## src/rtl/mem_port_arbiter.sv

```systemverilog
// mem_port_arbiter: shares one fixed-latency memory port between instruction
// fetch (IF) and the load/store data path (D). One transaction is in flight
// at a time: grant/issue, wait MEM_LAT cycles, then return read data.
// D has priority; a starvation counter forces an IF win after STARVE_MAX
// consecutive D grants made while IF was waiting.
//
// Ports:
//   clk, rst                 clock (rising edge), asynchronous active-low reset
//   if_req/if_addr           fetch request, held until if_gnt
//   if_gnt/if_rvalid/if_rdata   fetch grant pulse, data-valid pulse, held data
//   d_req/d_we/d_addr/d_wdata   data request, held until d_gnt
//   d_gnt/d_rvalid/d_rdata   data grant pulse, completion pulse, held load data
//   mem_en/mem_we/mem_addr/mem_wdata/mem_rdata   memory port
//   busy                     high whenever the arbiter is not idle
module mem_port_arbiter #(
    parameter int unsigned ADDR_W     = 16,
    parameter int unsigned DATA_W     = 16,
    parameter int unsigned MEM_LAT    = 2,
    parameter int unsigned STARVE_MAX = 4
) (
    input  logic              clk,
    input  logic              rst,

    input  logic              if_req,
    input  logic [ADDR_W-1:0] if_addr,
    output logic              if_gnt,
    output logic              if_rvalid,
    output logic [DATA_W-1:0] if_rdata,

    input  logic              d_req,
    input  logic              d_we,
    input  logic [ADDR_W-1:0] d_addr,
    input  logic [DATA_W-1:0] d_wdata,
    output logic              d_gnt,
    output logic              d_rvalid,
    output logic [DATA_W-1:0] d_rdata,

    output logic              mem_en,
    output logic              mem_we,
    output logic [ADDR_W-1:0] mem_addr,
    output logic [DATA_W-1:0] mem_wdata,
    input  logic [DATA_W-1:0] mem_rdata,

    output logic              busy
);

    // Both MEM_LAT and STARVE_MAX are limited to 1..15.
    localparam int unsigned CNT_W = 4;

    typedef enum logic [1:0] {
        IDLE  = 2'd0,
        ISSUE = 2'd1,
        WAIT  = 2'd2,
        DONE  = 2'd3
    } state_t;

    // Latched copy of the granted request; drives the memory port directly.
    typedef struct packed {
        logic              owner_d;
        logic              we;
        logic [ADDR_W-1:0] addr;
        logic [DATA_W-1:0] wdata;
    } xact_t;

    state_t            state_q, state_d;
    logic [CNT_W-1:0]  lat_q, lat_d;
    logic [CNT_W-1:0]  starve_q, starve_d;
    xact_t             cur_q, cur_d;

    logic              if_gnt_d, d_gnt_d, mem_en_d;
    logic              if_rvalid_d, d_rvalid_d, busy_d;
    logic [DATA_W-1:0] if_rdata_d, d_rdata_d;

    logic              arb_ok, starve_hit, win_if, win_d, last_wait;

    // The memory port is the latched transaction itself.
    assign mem_we    = cur_q.we;
    assign mem_addr  = cur_q.addr;
    assign mem_wdata = cur_q.wdata;

    // Arbitration: allowed in IDLE and on the DONE-exit edge.
    always_comb begin
        arb_ok     = (state_q == IDLE) || (state_q == DONE);
        starve_hit = (starve_q == CNT_W'(STARVE_MAX));
        win_if     = arb_ok && if_req && (!d_req || starve_hit);
        win_d      = arb_ok && d_req && !win_if;
        last_wait  = (state_q == WAIT) && (lat_q == '0);
    end

    // Next state and next values of every registered output.
    always_comb begin
        state_d     = state_q;
        lat_d       = lat_q;
        starve_d    = starve_q;
        cur_d       = cur_q;
        if_rdata_d  = if_rdata;
        d_rdata_d   = d_rdata;
        if_gnt_d    = win_if;
        d_gnt_d     = win_d;
        mem_en_d    = win_if || win_d;
        if_rvalid_d = last_wait && !cur_q.owner_d;
        d_rvalid_d  = last_wait && cur_q.owner_d;

        case (state_q)
            IDLE: begin
                if (win_if || win_d) begin
                    state_d = ISSUE;
                end
            end
            ISSUE: begin
                state_d = WAIT;
                lat_d   = CNT_W'(MEM_LAT - 1);
            end
            WAIT: begin
                if (lat_q == '0) begin
                    state_d = DONE;
                end else begin
                    lat_d = CNT_W'(lat_q - 1'b1);
                end
            end
            DONE: begin
                state_d = (win_if || win_d) ? ISSUE : IDLE;
            end
            default: begin
                state_d = IDLE;
            end
        endcase

        // Capture the winner; an IF access is always a read.
        if (win_if) begin
            cur_d.owner_d = 1'b0;
            cur_d.we      = 1'b0;
            cur_d.addr    = if_addr;
            cur_d.wdata   = '0;
        end else if (win_d) begin
            cur_d.owner_d = 1'b1;
            cur_d.we      = d_we;
            cur_d.addr    = d_addr;
            cur_d.wdata   = d_wdata;
        end

        // Starvation: count D wins while IF waits, clear when IF wins or leaves.
        if (!if_req || win_if) begin
            starve_d = '0;
        end else if (win_d && !starve_hit) begin
            starve_d = CNT_W'(starve_q + 1'b1);
        end

        // Read data is captured on the edge that enters DONE; writes keep d_rdata.
        if (if_rvalid_d) begin
            if_rdata_d = mem_rdata;
        end
        if (d_rvalid_d && !cur_q.we) begin
            d_rdata_d = mem_rdata;
        end

        busy_d = (state_d != IDLE);
    end

    // State and output registers.
    always_ff @(posedge clk or negedge rst) begin
        if (!rst) begin
            state_q   <= IDLE;
            lat_q     <= '0;
            starve_q  <= '0;
            cur_q     <= '0;
            if_gnt    <= 1'b0;
            d_gnt     <= 1'b0;
            mem_en    <= 1'b0;
            if_rvalid <= 1'b0;
            d_rvalid  <= 1'b0;
            if_rdata  <= '0;
            d_rdata   <= '0;
            busy      <= 1'b0;
        end else begin
            state_q   <= state_d;
            lat_q     <= lat_d;
            starve_q  <= starve_d;
            cur_q     <= cur_d;
            if_gnt    <= if_gnt_d;
            d_gnt     <= d_gnt_d;
            mem_en    <= mem_en_d;
            if_rvalid <= if_rvalid_d;
            d_rvalid  <= d_rvalid_d;
            if_rdata  <= if_rdata_d;
            d_rdata   <= d_rdata_d;
            busy      <= busy_d;
        end
    end

endmodule

```

## config.mk

```make
export PLATFORM = sky130hd
export DESIGN_NAME = mem_port_arbiter
export DESIGN_NICKNAME = d
export VERILOG_FILES = /design/src/rtl/mem_port_arbiter.sv
export SDC_FILE = /design/constraint.sdc
export NUM_CORES = 1
export LEC_CHECK = 0
export CORE_MARGIN = 8
export CORE_UTILIZATION = 45
export DETAILED_ROUTE_END_ITERATION = 12
export PLACE_DENSITY_LB_ADDON = 0.1
export SKIP_LAST_GASP = 1
export SLEW_MARGIN = 10
export SYNTH_ARGS = -nofsm -noshare
export SYNTH_HDL_FRONTEND = slang
export SYNTH_SLANG_ARGS = --single-unit
```

## constraint.sdc

```tcl
create_clock -name clk -period 4.5 [get_ports clk]
set_input_delay 0.9 -clock clk [delete_from_list [all_inputs] [get_ports clk]]
set_output_delay 0.9 -clock clk [all_outputs]
set_load 0.03 [all_outputs]
```

==> results by group <==
Run status
  • Status: finished, final reports clean

Synth
  • Post-synth top area share: about 56%
  • Ys async rst share: 100%
  • Top_reg_cell synth: dfrtp_1
  • Mapped Nets: ~360
  • Simple-gate share of the synthesized area: between 5 and 6%
  • Ys Warns: 0
  • Xor/xnor share of the synthesized area: 0.238%
  • Top cells by area, synth: dfrtp_1, mux2_2, buf_4, a221o_1, o2111a_1
  • Post-synth EDFFs: 0
  • Syn Area/Cell: 13.2 µm²
  • Cell accounting for the most synthesized area: dfrtp_1
  • Commonest cells in the netlist: dfrtp_1, buf_4, mux2_2, a22o_1, a221o_1
  • Synth Register Bits: 82
  • Sequential-to-total area share from yosys stat: a little under three fifths
  • Synthesized area: between 3000 and 4000 µm²
  • Post-synthesis cell count: roughly 280
  • Post-synthesis mux area share: 10.1%
  • Adder-cell share of the synthesized area: 2.72%
  • Synth cell types: between 40 and 50
  • Synth Area in Compound Gates: 16.1%
  • Largest family of logic cells by synthesized area: compound AO/OA/AOI/OAI gates
  • Most common cell in the synthesized netlist: dfrtp_1

Clocking
  • CTS sink cnt: 82
  • H-tree levels: 3
  • Clock root cell: clkbuf_8
  • # resized after CTS: 0
  • Hold Buf Count CTS: 0
  • CTS tree: built
  • CTS Buf Count: 9
  • Longest Clk Path Bufs: 2
  • Clock transition at path regs: ~0.090 ns
  • Post-CTS setup repair buffer count: 0
  • Clk_lat worst skew: around 0.34 ns

Timing
  • Slew Limit Fails: 0
  • # setup viols final: 0
  • Final Critical Period: around 3 ns
  • Fin Setup TNS: 0 ns
  • Worst slew margin: about 22%
  • FMAX: ~0.33 GHz
  • Final setup skew: 0.00691 ns
  • Worst slew pin tran: 1.16 ns
  • RSZ-0062 raised after global routing: no
  • Final hold vios: 0
  • Period Utilization, post-route: 66.7%

Critical path
  • CP top delay family: compound AO/OA/AOI/OAI gates
  • Worst path cell trace: clkdlybuf4s50_1, o21bai_2, buf_4, a22o_1
  • Critical path fanouts, max: 26
  • Number of buffers and inverters on the critical path: 2
  • Worst EP required: roughly 4.8 ns
  • Worst EP arrival: between 3 and 4 ns
  • Setup CP Type: input pin to flop
  • CP max stage cell: o21bai_2
  • Max incr delay on CP: around 1.1 ns
  • CP endpoint kind: flop
  • Critical Path Start Type: input pin

Routing
  • Drt wl/cell: around 18 µm
  • Detail Route Antenna Nets: 0
  • Drt initial violations: 110
  • Vias post-DR: 2585
  • Final wirelength: ~9 mm
  • Avg Vias per Cell: between 5 and 6
  • Pre-antenna DRT Iters: 4
  • Drt drc: 0

Pwr
  • Leakage: 0.00217 µW
  • Power Total: 4040 µW
  • Peak supply drop: approximately 0.4 mV
  • P per Cell Area: 788 nW/µm²

Place
  • Dpl cells: 475
  • Post-DP HPWL: between 6 and 7 mm
  • Port bufs: around 140
  • GP Congestion: just over 0.7

Final layout
  • Area growth from synthesis to layout: 39.5%
  • Layout cells sized above 1: roughly 15%
  • Antenna Cells: 0
  • Fillers: between 600 and 700
  • Post-Layout Cell Count: 491
  • Final nets: approximately 460

Global route
  • First-pass GRT wire length: 14.5 mm
  • Largest net degree at the start of global routing: 83
  • Vias in the first global route: 2768
  • GR Util All Layers: between 10% and 20%
  • GRT Residual Overflow: 0
  • Initial antenna violation count: 0

Die
  • Die Wd: around 110 µm
  • FP Rows: 33
  • # IOs: 140
  • Initial Util: a little under half
  • Die area: 11300 µm²
  • Die height: 106 µm
  • Core area: 8050 µm²

Hold path
  • Hold WC Path Type: flop to flop

Flow run
  • Max_cap viols: 0
[metrics by stage]
step,instance area (µm²),utilization (%),worst slack [ns],hold WS (ns)
2_1_floorplan,3680,-,2.50,0.464
3_3_place_gp,4890,60.7,1.18,0.483
6_report,5130,63.7,1.50,0.506
4_1_cts,5130,63.7,1.44,0.513
5_1_grt,5130,63.7,1.31,0.519
3_5_place_dp,4890,60.7,1.09,0.491
[registers in the layout, indices dropped and copies added, names as in the netlist, 2 cells and up]
| signal | count |
|---|---|
| starve_q | 4 |
| if_rdata | 16 |
| d_rdata | 16 |
| state_q | 2 |
| mem_wdata | 16 |
| lat_q | 4 |
| mem_addr | 16 |
[power breakdown]
part / internal [µW] / switching, µW / leakage, µW
clock network: 371 / 270 / 0.000113
logic: 961 / 1190 / 0.00103
registers: 1070 / 185 / 0.00102
total: 2400 / 1640 / 0.00217
[cells in the final DEF, fill, tap and decap left out, types with 4 or more instances in the layout]
cell	synthesis	routed
clkdlybuf4s50_1	0	138
dfrtp_1	82	82
mux2_2	32	32
a22o_1	17	17
a221o_1	16	16
o2111a_1	14	14
inv_1	9	9
clkbuf_8	0	9
ha_1	8	8
nand2_1	7	7
a21oi_1	5	5
o21ai_0	4	4
[metal layers]
metal / vias to the layer above / GRT usage, % / routed length (µm) / share of wire (%)
met1: 1277 / 20.9 / 4110 / 46
met3: 10 / 4.84 / 691 / 7.7
met5: - / 0 / 0 / 0
met4: 0 / 5.43 / 100 / 1.1
met2: 92 / 24.5 / 4120 / 46
li1: 1206 / - / - / -
[kinds of logic (layout without fill, tap and decap cells)]
kind of cell | Yosys count | count (layout)
fa+ha+maj | 8 | 8
buf+inv | 59 | 166
xor+xnor | 1 | 1
mux | 33 | 33
simple gates | 31 | 31
flops | 82 | 82
compound gates | 65 | 65
[area by class of cell]
| type | count | area (µm²) | share of cell area (%) |
|---|---|---|---|
| Multi-Input combinational cell | 138 | 1270 | 24.8 |
| Clock buffer | 10 | 128 | 2.49 |
| Timing Repair Buffer | 140 | 1400 | 27.2 |
| Clock inverter | 6 | 114 | 2.22 |
| Tap cell | 105 | 131 | 2.56 |
| Inverter | 10 | 37.5 | 0.732 |
| Sequential cell | 82 | 2050 | 40.0 |
[path summary, 6_finish.rpt]
check                             start            end  slack [ns]  cells past startpoint
min in group asynchronous           rst          d_gnt        0.71                      1
setup / recovery                  d_req  mem_wdata[12]        1.50                      4
hold reg to reg            mem_wdata[4]   mem_wdata[4]        0.51                      1
max in group asynchronous           rst   mem_addr[10]        3.14                      1
setup reg to reg            starve_q[0]   mem_addr[12]        1.69                      5
hold / removal             mem_wdata[4]   mem_wdata[4]        0.51                      1
Power figures use the tool's default switching activity.
